`config.mk`:
```
export PLATFORM = sky130hd
export DESIGN_NAME = rmw_sched_flat
export DESIGN_NICKNAME = d
export VERILOG_FILES = /design/src/rtl/rmw_sched_pkg.sv /design/src/rtl/rmw_sched_if.sv /design/src/rtl/rmw_fifo.sv /design/src/rtl/rmw_sched.sv /design/src/flat_wrapper.sv
export SDC_FILE = /design/constraint.sdc
export NUM_CORES = 1
export LEC_CHECK = 0
export ABC_CLOCK_PERIOD_IN_PS = 3050
export CORE_AREA = 2 2 91 115
export DETAILED_ROUTE_END_ITERATION = 16
export DIE_AREA = 0 0 93 117
export DONT_BUFFER_PORTS = 1
export GPL_ROUTABILITY_DRIVEN = 0
export PLACE_DENSITY_LB_ADDON = 0.15
export REMOVE_ABC_BUFFERS = 1
export SKIP_LAST_GASP = 1
export SLEW_MARGIN = 10
export SYNTH_ARGS = -nofsm -noshare
export SYNTH_HDL_FRONTEND = slang
export SYNTH_SLANG_ARGS = --single-unit
```
`constraint.sdc`:
```
create_clock -name clk -period 3.05 [get_ports clk]
set_input_delay 0.305 -clock clk [delete_from_list [all_inputs] [get_ports clk]]
set_output_delay 0.305 -clock clk [all_outputs]
set_load 0.005 [all_outputs]
```
`src/rtl/rmw_sched_pkg.sv`:
```
// Shared encodings for the read-modify-write scheduler.
// Holds the RMW function codes, the scheduler FSM states and the queue entry.
package rmw_sched_pkg;

    localparam int ADDR_W = 16;

    typedef enum logic [1:0] {
        FN_INC = 2'b00,
        FN_DEP = 2'b01,
        FN_LSR = 2'b10,
        FN_ASL = 2'b11
    } rmw_fn_e;

    typedef enum logic [1:0] {
        ST_IDLE = 2'b00,
        ST_LOAD = 2'b01,
        ST_EXEC = 2'b10
    } sched_state_e;

    typedef struct packed {
        logic [ADDR_W-1:0] addr;
        rmw_fn_e           fn;
        logic              wr_flags;
        logic              carry_mask;
    } rmw_req_t;

endpackage

```
`src/rtl/rmw_sched_if.sv`:
```
// Decoder-to-scheduler request channel (valid/ready).
// The decoder drives the master side, the scheduler sits on the slave side.
interface rmw_sched_if;
    import rmw_sched_pkg::*;

    logic              dec_valid;
    logic [ADDR_W-1:0] dec_addr;
    logic [1:0]        dec_fn;
    logic              dec_wr_flags;
    logic              dec_carry_mask;
    logic              dec_ready;

    modport master (
        output dec_valid,
        output dec_addr,
        output dec_fn,
        output dec_wr_flags,
        output dec_carry_mask,
        input  dec_ready
    );

    modport slave (
        input  dec_valid,
        input  dec_addr,
        input  dec_fn,
        input  dec_wr_flags,
        input  dec_carry_mask,
        output dec_ready
    );

endinterface

```
`src/rtl/rmw_fifo.sv`:
```
// Circular request queue for the RMW scheduler.
// Exposes per-entry address/valid so the owner can snoop every queued slot.
module rmw_fifo
    import rmw_sched_pkg::*;
#(
    parameter int DEPTH = 4
) (
    input  logic                          clk,
    input  logic                          a_rst,
    input  logic                          push,
    input  rmw_req_t                      push_data,
    input  logic                          pop,
    output rmw_req_t                      head,
    output logic                          full,
    output logic                          empty,
    output logic [$clog2(DEPTH):0]        count,
    output logic [DEPTH-1:0][ADDR_W-1:0]  entry_addr,
    output logic [DEPTH-1:0]              entry_valid
);

    localparam int PW = $clog2(DEPTH);
    localparam int CW = PW + 1;

    rmw_req_t      mem [DEPTH];
    logic [PW-1:0] wr_ptr;
    logic [PW-1:0] rd_ptr;
    logic [PW-1:0] off;
    logic          do_push;
    logic          do_pop;

    assign full    = (count == CW'(DEPTH));
    assign empty   = (count == '0);
    assign do_push = push & ~full;
    assign do_pop  = pop & ~empty;
    assign head    = mem[rd_ptr];

    always_ff @(posedge clk or posedge a_rst) begin
        if (a_rst) begin
            wr_ptr <= '0;
            rd_ptr <= '0;
            count  <= '0;
        end else begin
            if (do_push)
                wr_ptr <= wr_ptr + PW'(1);
            if (do_pop)
                rd_ptr <= rd_ptr + PW'(1);
            if (do_push && !do_pop)
                count <= count + CW'(1);
            else if (do_pop && !do_push)
                count <= count - CW'(1);
        end
    end

    // Payload is qualified by the pointers, so it carries no reset.
    always_ff @(posedge clk) begin
        if (do_push)
            mem[wr_ptr] <= push_data;
    end

    always_comb begin
        off         = '0;
        entry_addr  = '0;
        entry_valid = '0;
        for (int i = 0; i < DEPTH; i++) begin
            off            = PW'(i) - rd_ptr;
            entry_valid[i] = ({1'b0, off} < count);
            entry_addr[i]  = mem[i].addr;
        end
    end

endmodule

```
`src/rtl/rmw_sched.sv`:
```
// Read-modify-write scheduler: queues decoded RMW ops, issues the load,
// strobes the RMW ALU and stalls conflicting snooped accesses.
module rmw_sched
    import rmw_sched_pkg::*;
#(
    parameter int DEPTH = 4
) (
    input  logic              clk,
    input  logic              a_rst,
    rmw_sched_if.slave        dec,
    output logic              lsu_ld_req,
    output logic [ADDR_W-1:0] lsu_ld_addr,
    input  logic              lsu_ld_ack,
    output logic              sched_rmw,
    output logic [ADDR_W-1:0] sched_addr,
    output logic [1:0]        sched_rmw_fn,
    output logic              sched_wr_flags,
    output logic              sched_carry_mask,
    input  logic              rmw_wr_done,
    input  logic              snoop_valid,
    input  logic [ADDR_W-1:0] snoop_addr,
    output logic              snoop_stall,
    output logic              busy
);

    sched_state_e             state;
    sched_state_e             state_nxt;
    logic [ADDR_W-1:0]        inflight_addr;
    rmw_req_t                 push_data;
    rmw_req_t                 head;
    logic                     push;
    logic                     ld_fire;
    logic                     full;
    logic                     empty;
    logic [$clog2(DEPTH):0]   count;
    logic [DEPTH-1:0][ADDR_W-1:0] entry_addr;
    logic [DEPTH-1:0]         entry_valid;
    logic                     q_hit;
    logic                     exec_hit;

    assign dec.dec_ready = ~full;
    assign push          = dec.dec_valid & ~full;

    always_comb begin
        push_data            = '0;
        push_data.addr       = dec.dec_addr;
        push_data.fn         = rmw_fn_e'(dec.dec_fn);
        push_data.wr_flags   = dec.dec_wr_flags;
        push_data.carry_mask = dec.dec_carry_mask;
    end

    rmw_fifo #(
        .DEPTH (DEPTH)
    ) u_fifo (
        .clk         (clk),
        .a_rst       (a_rst),
        .push        (push),
        .push_data   (push_data),
        .pop         (ld_fire),
        .head        (head),
        .full        (full),
        .empty       (empty),
        .count       (count),
        .entry_addr  (entry_addr),
        .entry_valid (entry_valid)
    );

    always_ff @(posedge clk or posedge a_rst) begin
        if (a_rst)
            state <= ST_IDLE;
        else
            state <= state_nxt;
    end

    always_ff @(posedge clk or posedge a_rst) begin
        if (a_rst)
            inflight_addr <= '0;
        else if (ld_fire)
            inflight_addr <= head.addr;
    end

    // The pop happens on the load ack, so count in EXEC is already post-pop.
    always_comb begin
        state_nxt  = state;
        lsu_ld_req = 1'b0;
        ld_fire    = 1'b0;
        unique case (state)
            ST_IDLE: begin
                if (count != '0)
                    state_nxt = ST_LOAD;
            end
            ST_LOAD: begin
                lsu_ld_req = 1'b1;
                if (lsu_ld_ack) begin
                    ld_fire   = 1'b1;
                    state_nxt = ST_EXEC;
                end
            end
            ST_EXEC: begin
                if (rmw_wr_done)
                    state_nxt = (count != '0) ? ST_LOAD : ST_IDLE;
            end
            default: state_nxt = ST_IDLE;
        endcase
    end

    always_comb begin
        sched_rmw        = ld_fire;
        sched_addr       = '0;
        sched_rmw_fn     = FN_INC;
        sched_wr_flags   = 1'b0;
        sched_carry_mask = 1'b0;
        lsu_ld_addr      = '0;
        if (lsu_ld_req)
            lsu_ld_addr = head.addr;
        if (ld_fire) begin
            sched_addr       = head.addr;
            sched_rmw_fn     = head.fn;
            sched_wr_flags   = head.wr_flags;
            sched_carry_mask = head.carry_mask;
        end
    end

    always_comb begin
        q_hit = 1'b0;
        for (int i = 0; i < DEPTH; i++) begin
            if (entry_valid[i] && (entry_addr[i] == snoop_addr))
                q_hit = 1'b1;
        end
    end

    assign exec_hit    = (state == ST_EXEC) && (inflight_addr == snoop_addr);
    assign snoop_stall = snoop_valid & (q_hit | exec_hit);
    assign busy        = ~empty | (state != ST_IDLE);

endmodule
```
`src/flat_wrapper.sv`:
```
// flat-port wrapper written by rule: the top's interface ports become plain ports
module rmw_sched_flat import rmw_sched_pkg::*;
#(
    parameter int DEPTH = 4
)
  (clk, a_rst, lsu_ld_req, lsu_ld_addr, lsu_ld_ack, sched_rmw, sched_addr, sched_rmw_fn, sched_wr_flags, sched_carry_mask, rmw_wr_done, snoop_valid, snoop_addr, snoop_stall, busy, dec_dec_valid, dec_dec_addr, dec_dec_fn, dec_dec_wr_flags, dec_dec_carry_mask, dec_dec_ready);
  rmw_sched_if dec_i ();
  input  logic clk;
  input  logic a_rst;
  output logic lsu_ld_req;
  output logic [ADDR_W-1:0] lsu_ld_addr;
  input  logic lsu_ld_ack;
  output logic sched_rmw;
  output logic [ADDR_W-1:0] sched_addr;
  output logic [1:0] sched_rmw_fn;
  output logic sched_wr_flags;
  output logic sched_carry_mask;
  input  logic rmw_wr_done;
  input  logic snoop_valid;
  input  logic [ADDR_W-1:0] snoop_addr;
  output logic snoop_stall;
  output logic busy;
  input wire logic [$bits(dec_i.dec_valid)-1:0] dec_dec_valid;
  input wire logic [$bits(dec_i.dec_addr)-1:0] dec_dec_addr;
  input wire logic [$bits(dec_i.dec_fn)-1:0] dec_dec_fn;
  input wire logic [$bits(dec_i.dec_wr_flags)-1:0] dec_dec_wr_flags;
  input wire logic [$bits(dec_i.dec_carry_mask)-1:0] dec_dec_carry_mask;
  output wire logic [$bits(dec_i.dec_ready)-1:0] dec_dec_ready;
  assign dec_i.dec_valid = dec_dec_valid;
  assign dec_i.dec_addr = dec_dec_addr;
  assign dec_i.dec_fn = dec_dec_fn;
  assign dec_i.dec_wr_flags = dec_dec_wr_flags;
  assign dec_i.dec_carry_mask = dec_dec_carry_mask;
  assign dec_dec_ready = dec_i.dec_ready;
  rmw_sched #(.DEPTH(DEPTH)) u_core (.clk(clk), .a_rst(a_rst), .dec(dec_i), .lsu_ld_req(lsu_ld_req), .lsu_ld_addr(lsu_ld_addr), .lsu_ld_ack(lsu_ld_ack), .sched_rmw(sched_rmw), .sched_addr(sched_addr), .sched_rmw_fn(sched_rmw_fn), .sched_wr_flags(sched_wr_flags), .sched_carry_mask(sched_carry_mask), .rmw_wr_done(rmw_wr_done), .snoop_valid(snoop_valid), .snoop_addr(snoop_addr), .snoop_stall(snoop_stall), .busy(busy));
endmodule
```
; After elaboration in Yosys (flattened, before gate mapping)
; Memory sizes are Yosys's and may differ from the RTL's.
; Cells that the tools add are included.
[word_totals]
regBits = 25
ram_bits = 80
out_inout_bits = 41
wordCells = 73
n_memories = 1
[classes]
n_addsub = 8
magnitude_cmp = 4
eq_ne = 11
mux = 21
bitwise = 8
n_reduce_logical = 15
[mem_list]
columns = memory, depth, width, read_ports, rd_ports_with_merged_regs, wr, line_no
row1 = u_core.u_fifo.mem, 4, 20, 5, 0, 1, rmw_fifo.sv:24  ; rmw_req_t mem [DEPTH];
[ops]
columns = op, count
row1 = 16-bit equality test, 5
row2 = 16-bit two-way mux, 2
row3 = 2-bit by 3-bit less-than comparator with 1-bit output, 4
row4 = 1-bit two-way mux, 12
row5 = 2-bit two-way mux, 4
row6 = 1-bit logical AND, 7
row7 = 3-bit two-way mux, 2
row8 = 2-bit case mux with 3 select lines, 1
row9 = 2-bit by 1-bit adder with 2-bit output (second input constant), 2
row10 = 1-bit AND, 4
row11 = 2-bit != test (second input constant), 2
row12 = 2-bit nonzero test, 2
row13 = 1-bit by 2-bit subtractor with 2-bit output (first input constant), 2
row14 = 2-bit subtractor (first input constant), 2
row15 = 3-bit by 1-bit adder with 3-bit output (second input constant), 1
row16 = 3-bit equality test (second input constant), 1
row17 = 3-bit zero test, 1
row18 = 3-bit AND reduction, 1
row19 = 3-bit nonzero test, 1
row20 = 3-bit by 1-bit subtractor with 3-bit output (second input constant), 1
row21 = 2-bit by 1-bit equality test with 1-bit output (second input constant), 1
row22 = 2-bit equality test (second input constant), 1
row23 = 1-bit zero test, 2
row24 = 2-bit zero test, 1
row25 = other kinds (3), 5

; Logic depth before layout (Yosys ltp)
; Gate-level depths: netlist of the first run.
[logic_depth]
depth_word = 9
mapped_depth = 11
ltp_nobuf = 10

; Cells and area by module
; From an unflattened synthesis of the first run, not the netlist that was laid out.
[unflattened]
hier_cells = 443
hier_area_um2 = 5841.9
[modules_own_cells]
columns = mod, n_inst, cells_each, area_each_um2, seq_area_each_um2
row1 = rmw_fifo, 1, 223, 3933.8, 2577.5
row2 = rmw_sched, 1, 220, 1908.1, 450.4

; Least setup slack after synthesis of the first run
; OpenSTA, ideal clock, no wires.
[synth_path]
path_type = reg2reg
from = reg u_core.state[1]
to = reg u_core.u_fifo.count[1]
arrival_time_ps = 2020
setup_slack_ps = 906
stages_incl_launch_ff = 10
n_path_buf = 1
synth_period_minus_slack_ps = 2144
path_cell_list = dfrtp_1 nor2b_1 buf_2 nand2_1 nor2_1 inv_1 ha_1 inv_1 fa_1 mux2_2
[synth_via]
elab_chain_len = 6
[synth_rtl]
columns = item, line_no
row1 = start: declaration, rmw_sched.sv:26  ; sched_state_e state;
row2 = start signal: assignment, rmw_sched.sv:72  ; state <= state_nxt;
row3 = 2-bit by 1-bit equality test with 1-bit output (*), rmw_sched.sv:87  ; unique case (state)
row4 = 1-bit two-way mux (*), rmw_sched.sv:87
row5 = 1-bit AND (*), rmw_fifo.sv:34  ; assign do_pop = pop & ~empty;
row6 = 1-bit zero test, rmw_fifo.sv:47  ; if (do_push && !do_pop)
row7 = 1-bit logical AND, rmw_fifo.sv:47
row8 = 3-bit two-way mux or 2-bit nonzero test (tied branches), --
row9 = end signal: assignment, rmw_fifo.sv:48  ; count <= count + CW'(1);
row10 = end signal: assignment, rmw_fifo.sv:50  ; count <= count - CW'(1);
row11 = end: declaration, rmw_fifo.sv:16  ; output logic [$clog2(DEPTH):0] count,
; Mark *: on every way between the ends. The rest lies on a longest branch, timed or not.
; A chain may end at the register's enable or synchronous reset.

; Final worst setup path of the first run
[layout_path]
from = reg u_core.u_fifo.rd_ptr[1]
to = out snoop_stall
[layout_via]
elab_chain_len = 9
[layout_rtl]
columns = item, line_no
row1 = start: declaration, rmw_fifo.sv:26  ; logic [PW-1:0] rd_ptr;
row2 = start signal: assignment, rmw_fifo.sv:46  ; rd_ptr <= rd_ptr + PW'(1);
row3 = 1-bit by 2-bit subtractor with 2-bit output, rmw_fifo.sv:65  ; off = PW'(i) - rd_ptr;
row4 = 2-bit by 3-bit less-than comparator with 1-bit output, rmw_fifo.sv:66  ; entry_valid[i] = ({1'b0, off} < count);
row5 = 1-bit logical AND, rmw_sched.sv:127  ; if (entry_valid[i] && (entry_addr[i] == snoop_addr))
row6 = 1-bit two-way mux (3 in series), rmw_sched.sv:127
row7 = 1-bit two-way mux (*), rmw_sched.sv:127
row8 = 1-bit OR (*), rmw_sched.sv:133  ; assign snoop_stall = snoop_valid & (q_hit | exec_hit);
row9 = 1-bit AND (*), rmw_sched.sv:133
row10 = end: declaration, flat_wrapper.sv:21  ; output logic snoop_stall;
; Marked as above.

==> out/results.tsv, run 1 <==
stage	metric	value	unit
finish	most-common-layout-cells	edfxtp_1, xor2_1, dfrtp_1	
finish	layout_commonest_cell	edfxtp_1	
floorplan	core	9850	um2
clock_tree	clk_pin_slew	0.07	ns
synthesis	synth-seq-cells	105	
status	outcome	complete, no violations	
clock_tree	cts_setup_buffers	0	
route	dr.pass1.iters	4	
global_routing	grt_antenna_before_repair	0	
setup_path	max_stage_delay	0.50	ns
clock_tree	worst_skew_pair.late_latency	0.35	ns
setup_path	cp_max_fo	7	
synthesis	synth-edff-count	80	
clock_tree	cts.sinks	105	
synthesis	async_flop_share	23.8	%
synthesis	syn_avg_cell_area	14.1	um2
sta	finalCriticalPeriod	2.35	ns
finish	final_util	58.0	%
route	wl_per_cell	22.7	um
route	drt-vias-per-instance	5.71	
finish	seqCellArea	3030	um2
setup_path	r2r-start	u_core.u_fifo.count[2]	
route	ant_nets	0	
finish	nets	418	
global_routing	grt_use_total	22.2	%
pwr	power.density	931	nW/um2
sta	finalHoldViolCount	0	
synthesis	yosysWarnings	0	
finish	finalInstanceArea	5720	um2
flow_run	maxCapViolCount	0	
clock_tree	cts_root_buf	clkbuf_16	
floorplan	die_height	117	um
floorplan	io_pins	83	
setup_path	cp.arrival	2.05	ns
synthesis	ys_seq_area_share	57.2	%
setup_path	cp_top_family	flip-flops	
floorplan	dieArea	10900	um2
sta	drv_slew	0	
synthesis	synthesis.area	5290	um2
synthesis	synthFlopType	edfxtp_1	
floorplan	rows	41	
sta	rsz0062_at_grt	no	
finish	syn_to_final_growth	8.04	%
setup_path	path_buf_inv	0	
clock_tree	cts_resized	0	
setup_path	regToRegSetupSlack	0.92	ns
setup_path	reg2reg_depth	9	
global_routing	grt_pass1_wl	17100	um
setup_path	startpoint	u_core.u_fifo.rd_ptr[1]	
sta	fmax	425	MHz
synthesis	synth_top_area_share	45.4	%
sta	setup_violations	0	
route	routed_wl	11400	um
sta	fin_setup_tns	0	ns
setup_path	required	2.74	ns
clock_tree	cts_made_buffers	9	
synthesis	synth_area_leaders	edfxtp_1, xor2_1, dfrtp_1	
placement	io_buffer_count	0	
sta	fin_skew	0.00546	ns
clock_tree	htree_levels	3	
finish	multi_input_area	2090	um2
hold_path	hold_class	input port to register	
setup_path	crit_cells	6	
floorplan	die_x	93	um
clock_tree	max-clock-path-buffers	2	
placement	placed_area	5390	um2
sta	slew_headroom	27.0	%
placement	place_hpwl	8140	um
sta	tightest_slew	1.09	ns
route	num_vias	2857	
finish	layout-drive-gt1-share	15.9	%
global_routing	grt_max_degree	38	
setup_path	timing.critical_path.cells	xnor2_1 > ha_1 > a21oi_1 > o211ai_1 > nor3_1 > o31a_1	
route	drc_errors	0	
synthesis	synth_area_leader_cell	edfxtp_1	
setup_path	slowest_stage	dfrtp_1	
finish	fill_cells	787	
floorplan	initial_core_util	53.7	%
pwr	leakage	0.00221	uW
setup_path	rr_endpoint	u_core.u_fifo.count[2]	
sta	fin_crit_sh	77.1	%
clock_tree	hold_buffers	0	
pwr	ir_drop	0.000396	V
finish	antenna_cells	0	
setup_path	critical_path.startpoint_type	register	
setup_path	endpoint	snoop_stall	
setup_path	worstSetupEndpointType	output pin	
setup_path	crit_type	register to output pin	
global_routing	overflow	0	
synthesis	netlist_instances	375	
global_routing	first_global_vias	3056	
synthesis	ys_types	34	
route	drtIter0Drc	157	
clock_tree	cts_tree	yes	
[state kept, by name, summed over array words and instances (netlist names)]
signal                cells
u_core.u_fifo.mem        80
u_core.u_fifo.rd_ptr      2
u_core.u_fifo.count       3
u_core.u_fifo.wr_ptr      2
u_core.state              2
u_core.inflight_addr     16
[through the flow]
step | hold slack, ns | power [uW] | setup WS [ns] | cells
after detailed placement | 0.404 | 4140 | 0.925 | 484
final | 0.0477 | 5320 | 0.697 | 500
after global placement | 0.404 | 4100 | 1.00 | 484
after CTS | 0.0408 | 5390 | 0.701 | 500
after floorplan | 0.332 | 3560 | -0.312 | 346
after global routing | 0.0398 | 5650 | 0.561 | 500
[cells by family (layout without fill, tap and decap cells)]
kind of cell    count (synthesis)  count (layout)  share of synthesized area [%]
flops                         105             105                           57.2
simple gates                   86              86                           10.3
buf+inv                        39              35                           3.26
xor+xnor                       87              87                           14.4
fa+ha+maj                      10              10                           2.51
mux                            21              21                           8.73
compound gates                 27              27                           3.55
[worst min path at each step]
stage                     start                        to  slack (ns)  cells after the start
6_report        dec_dec_addr[6]  u_core.u_fifo.mem[3][10]        0.05                      0
5_1_grt           dec_dec_fn[0]   u_core.u_fifo.mem[2][2]        0.04                      0
4_1_cts         dec_dec_addr[1]   u_core.u_fifo.mem[0][5]        0.04                      0
3_5_place_dp   dec_dec_wr_flags   u_core.u_fifo.mem[2][1]        0.40                      0
3_3_place_gp      dec_dec_fn[1]   u_core.u_fifo.mem[1][3]        0.40                      0
2_1_floorplan             a_rst   u_core.inflight_addr[0]        0.33                      1
[cell usage after synthesis (all sizes together), types with 2 or more instances]
| master | number |
|---|---|
| and3 | 24 |
| o22ai | 2 |
| nand4 | 6 |
| nand2b | 2 |
| dfrtp | 25 |
| inv | 10 |
| xor2 | 74 |
| o21ai | 2 |
| buf | 8 |
| a21oi | 4 |
| nand2 | 7 |
| nor2 | 8 |
| ha | 9 |
| a21o | 16 |
| edfxtp | 80 |
| and2 | 17 |
| mux4 | 20 |
| xnor2 | 13 |
| nor3 | 3 |
| clkbuf | 21 |
| nor4 | 17 |
[per-layer routing]
layer	routed length, um	vias up	GRT usage [%]
met4	146	0	7.65
met2	6020	70	39.4
li1	-	1337	-
met1	4570	1440	27.0
met5	0	-	0
met3	634	10	5.12
[report_power, final]
part           leakage (uW)  internal, uW  switching [uW]
logic               0.00102           865            1000
clock network      0.000154           727             517
registers           0.00104          1950             257
total               0.00221          3540            1780
[final cells by class]
class / instances / share of cell area, %
clock buffers: 9 / 3.94
clock inverters: 7 / 1.82
inverters: 10 / 0.657
multi-input cells: 231 / 36.6
flip-flops and latches: 105 / 53.0
well taps: 129 / 2.82
repair buffers: 9 / 1.18
Note: power is estimated with default switching activity, not from simulation.
==> run 2, diff against run 1 <==
Settings changed: ABC_CLOCK_PERIOD_IN_PS 3050 to 2200.
Clock period 3.05 ns to 2.2 ns, I/O delays scaled along.
==> out/results.tsv, run 2 (synthesis results as in run 1) <==
stage	metric	value	unit
global_routing	grt_max_degree	38	
route	num_vias	2998	
finish	top_register	u_core.u_fifo.mem	
route	drtIter0Drc	229	
setup_path	regToRegSetupSlack	0.17	ns
sta	tightest_slew	0.423	ns
finish	finalInstanceArea	6020	um2
placement	io_buffer_count	0	
finish	largest_reg_flops	80	
finish	nets	448	
placement	place_hpwl	8470	um
hold_path	hold_depth	2	
setup_path	cp_max_fo	17	
finish	largestRegisters	u_core.u_fifo.mem (80), u_core.inflight_addr (16), u_core.u_fifo.count (3)	
route	ant_nets	0	
floorplan	io_pins	83	
sta	slew_headroom	71.5	%
sta	hold-worst-slack	0.0806	ns
finish	final_util	61.1	%
clock_tree	htree_levels	3	
clock_tree	max-clock-path-buffers	2	
flow_run	maxCapViolCount	0	
floorplan	die_x	93	um
route	wl_per_cell	22.6	um
global_routing	grt_use_total	23.2	%
setup_path	cp.arrival	1.92	ns
floorplan	initial_core_util	53.7	%
finish	antenna_cells	0	
setup_path	critical_path.startpoint_type	register	
clock_tree	cts_made_buffers	9	
finish	most-common-layout-cells	edfxtp_1, xor2_1, dlygate4sd3_1, dfrtp_1, mux4_2	
pwr	ir_drop	0.000748	V
clock_tree	worst_skew_pair.late_latency	0.34	ns
setup_path	r2r-start	u_core.u_fifo.count[0]	
route	drc_errors	0	
finish	layout-drive-gt1-share	18.7	%
floorplan	die_height	117	um
route	routed_wl	12000	um
route	drt-vias-per-instance	5.66	
pwr	power.density	1250	nW/um2
clock_tree	clk_pin_slew	0.07	ns
global_routing	grt_pass1_wl	17900	um
sta	rsz0062_at_grt	yes	
setup_path	crit_type	register to output pin	
route	dr.pass1.iters	4	
sta	fin_crit_sh	97.1	%
hold_path	holdPathEnd	u_core.state[1]	
finish	layout_commonest_cell	edfxtp_1	
sta	fmax	468	MHz
floorplan	dieArea	10900	um2
setup_path	rr_endpoint	u_core.u_fifo.count[2]	
setup_path	worstSetupEndpointType	output pin	
floorplan	core	9850	um2
placement	placed_area	5430	um2
setup_path	reg2reg_depth	9	
finish	fill_cells	790	
setup_path	required	1.98	ns
hold_path	hold_class	input port to register	
clock_tree	cts_root_buf	clkbuf_16	
global_routing	first_global_vias	3156	
sta	setup_violations	0	
floorplan	rows	41	
status	outcome	complete, no violations	
clock_tree	cts_tree	yes	
global_routing	overflow	0	
hold_path	min_from	rmw_wr_done	
clock_tree	cts.sinks	105	
sta	fin_skew	0.00638	ns
finish	syn_to_final_growth	13.8	%
sta	drv_slew	0	
sta	finalHoldViolCount	0	
pwr	leakage	0.00234	uW
global_routing	grt_antenna_before_repair	0	
sta	finalCriticalPeriod	2.14	ns
[run 2: cell count changes in the layout (fill, tap and decap cells not counted), sizes merged]
cell | before | now
bufinv | 2 | 1
dlygate4sd3 | 0 | 22
clkbuf | 9 | 10
buf | 9 | 17
[run 2: final cells by class]
type | count | area [um2] | area share [%]
tap | 129 | 161 | 2.68
sequential | 105 | 3030 | 50.4
inverter | 10 | 37.5 | 0.624
timing repair buffer | 39 | 360 | 5.99
clock buffer | 10 | 239 | 3.97
clock inverter | 6 | 66.3 | 1.10
multi-input combinational | 231 | 2120 | 35.3
[run 2: metrics by stage]
stage | power (uW) | instances | setup TNS, ns | setup WS (ns)
after floorplan | 4940 | 346 | -6.62 | -1.16
after global routing | 8000 | 530 | -0.0550 | -0.0444
final | 7520 | 530 | 0 | 0.0630
after detailed placement | 5810 | 488 | 0 | 0.193
after CTS | 7470 | 526 | 0 | 0.0202
after global placement | 5730 | 488 | 0 | 0.237
[run 2: layer usage]
layer  vias to the layer above  share of wire [%]  track usage [%]
met3                        17                5.1             4.48
met1                      1503                 40             28.6
met4                         0                2.3             9.31
met5                         -                  0                0
li1                       1397                  -                -
met2                        81                 53             40.8
[run 2: worst max-delay path by stage]
stage / start / endpoint / slack (ns) / depth (start not counted)
final: u_core.u_fifo.rd_ptr[0] / sched_addr[12] / 0.06 / 4
after global routing: u_core.u_fifo.rd_ptr[0] / snoop_stall / -0.04 / 6
after CTS: u_core.u_fifo.rd_ptr[1] / snoop_stall / 0.02 / 7
after detailed placement: u_core.u_fifo.count[0] / u_core.u_fifo.count[2] / 0.19 / 9
after global placement: u_core.u_fifo.count[0] / u_core.u_fifo.count[2] / 0.24 / 9
after floorplan: u_core.state[1] / u_core.u_fifo.count[1] / -1.16 / 8
[run 2: what timing repair did]
action | 4_1_cts | 5_1_grt
gates cloned | 0 | 0
resized for setup | 2 | 6
pin swaps | 0 | 3
hold buffers | 22 | 0
hold endpoints to repair | 106 | 0
setup buffers | 0 | 4
endpoints found under the setup margin | 1 | 1
[run 2: worst max-delay path, stage by stage, from the launching register on]
cell,delay (ns)
dfrtp_2,0.45
buf_4,0.15
buf_12,0.18
mux4_2,0.56
and3_1,0.24
[run 2: power breakdown]
group | leakage, uW | switching (uW) | total, uW | internal (uW)
logic | 0.00116 | 1470 | 2820 | 1340
registers | 0.00104 | 365 | 3070 | 2710
clock network | 0.000146 | 712 | 1630 | 917
==> run 3, diff against run 2 <==
Settings changed: CORE_AREA 2 2 91 115 to 2 2 85 107, CTS_CLUSTER_SIZE set to 30, DIE_AREA 0 0 93 117 to 0 0 87 109, PLACE_DENSITY set to 0.76, PLACE_DENSITY_LB_ADDON 0.15 to unset.
==> out/results.tsv, run 3 (synthesis results as in run 1) <==
stage	metric	value	unit
status	outcome	complete, no violations	
sta	slew_headroom	72.2	%
clock_tree	htree_levels	3	
finish	layout.cells.non_filler	497	
hold_path	hold_class	input port to register	
floorplan	dieArea	9480	um2
finish	final_util	68.9	%
sta	setup_slack	0.0308	ns
finish	finalInstanceArea	5870	um2
floorplan	core	8510	um2
clock_tree	cts_tree	yes	
placement	place_hpwl	7990	um
placement	post-place-ws	0.173	ns
global_routing	first_global_vias	3162	
setup_path	reg2reg_depth	8	
sta	fin_crit_sh	98.6	%
clock_tree	worst_skew_pair.late_latency	0.37	ns
sta	rsz0062_at_grt	yes	
clock_tree	cts_root_buf	clkbuf_8	
finish	layout-drive-gt1-share	18.6	%
sta	finalCriticalPeriod	2.17	ns
finish	most-common-layout-cells	edfxtp_1, xor2_1, dlygate4sd3_1, dfrtp_1, mux4_2	
finish	largestRegisters	u_core.u_fifo.mem (80), u_core.inflight_addr (16), u_core.u_fifo.count (3)	
pwr	leakage	0.00228	uW
route	drc_errors	0	
setup_path	rr_endpoint	u_core.u_fifo.count[1]	
finish	syn_to_final_growth	10.9	%
setup_path	cp.arrival	1.95	ns
pwr	ir_drop	0.000601	V
route	dr.pass1.iters	4	
setup_path	regToRegSetupSlack	0.15	ns
route	drt-vias-per-instance	6.15	
sta	setup_violations	0	
setup_path	crit_type	register to output pin	
floorplan	initial_core_util	62.2	%
route	drtIter0Drc	246	
sta	fin_skew	0.0176	ns
pwr	power.density	1210	nW/um2
flow_run	maxCapViolCount	0	
floorplan	die_x	87	um
global_routing	grt_use_total	26.0	%
setup_path	worstSetupEndpointType	output pin	
setup_path	startpoint	u_core.u_fifo.rd_ptr[0]	
sta	fmax	461	MHz
route	num_vias	3058	
route	routed_wl	11500	um
placement	placed_area	5390	um2
route	wl_per_cell	23.2	um
setup_path	cp_max_fo	2	
sta	drv_slew	0	
finish	fill_cells	575	
global_routing	grt_antenna_before_repair	0	
sta	hold-worst-slack	0.0542	ns
clock_tree	clk_pin_slew	0.10	ns
finish	layout_commonest_cell	edfxtp_1	
setup_path	r2r-start	u_core.state[1]	
finish	antenna_cells	0	
global_routing	overflow	0	
finish	top_register	u_core.u_fifo.mem	
finish	largest_reg_flops	80	
floorplan	io_pins	83	
setup_path	critical_path.startpoint_type	register	
clock_tree	max-clock-path-buffers	2	
clock_tree	cts.sinks	105	
setup_path	endpoint	snoop_stall	
clock_tree	cts_made_buffers	9	
route	ant_nets	0	
setup_path	required	1.98	ns
global_routing	grt_pass1_wl	17500	um
global_routing	grt_max_degree	38	
floorplan	die_height	109	um
finish	nets	445	
sta	finalHoldViolCount	0	
placement	io_buffer_count	0	
floorplan	rows	38	
placement	dpl.cell_count	458	
sta	tightest_slew	0.413	ns
## run 3: worst min path at each step
stage                     depth (start not counted)  slack, ns                 endpoint         from
after floorplan                                   1       0.25  u_core.inflight_addr[0]        a_rst
after global placement                            2       0.20  u_core.inflight_addr[5]        a_rst
after detailed placement                          2       0.20  u_core.inflight_addr[8]        a_rst
after CTS                                         2       0.03          u_core.state[1]  rmw_wr_done
after global routing                              2       0.05          u_core.state[1]  rmw_wr_done
final                                             2       0.05          u_core.state[1]  rmw_wr_done
## run 3: repair_timing
item | 4_1_cts | 5_1_grt
hold buffers | 22 | 0
cloned | 0 | 0
pin swaps | 0 | 6
setup buffers | 1 | 1
setup endpoints to repair | 1 | 2
gates resized for setup | 1 | 11
endpoints found under the hold margin | 106 | 0
## run 3: metal layers
| layer | wire length, um | track usage [%] | part of all wire (%) |
|---|---|---|---|
| met1 | 4520 | 33.3 | 39 |
| met5 | 0 | 0 | 0 |
| met3 | 792 | 5.83 | 6.9 |
| met4 | 96 | 7.14 | 0.83 |
| met2 | 6140 | 44.8 | 53 |
## run 3: critical path, cell delays in order (launching register included)
cell     delay (ns)
dfrtp_2        0.46
xnor2_2        0.20
inv_1          0.06
ha_1           0.28
a21oi_1        0.06
nor2_1         0.11
o22ai_1        0.10
o31a_1         0.32
## run 3: layout make-up
type,count,area [um2],area share (%)
inverter,10,37.5,0.640
timing repair buffer,36,342,5.82
sequential,105,3030,51.7
clock buffer,10,138,2.35
multi-input combinational,231,2140,36.4
clock inverter,5,56.3,0.960
tap,100,125,2.13
## run 3: power by group
| part | internal [uW] | switching (uW) |
|---|---|---|
| Clock | 549 | 627 |
| Sequential | 2710 | 365 |
| Combinational | 1350 | 1490 |
| Total | 4600 | 2480 |
## run 3: stage by stage
stage               setup TNS (ns)  total power (uW)
CTS                              0              7030
detailed placement               0              5790
global route               -0.0397              7510
global placement                 0              5680
floorplan                    -6.62              4940
finish                           0              7080
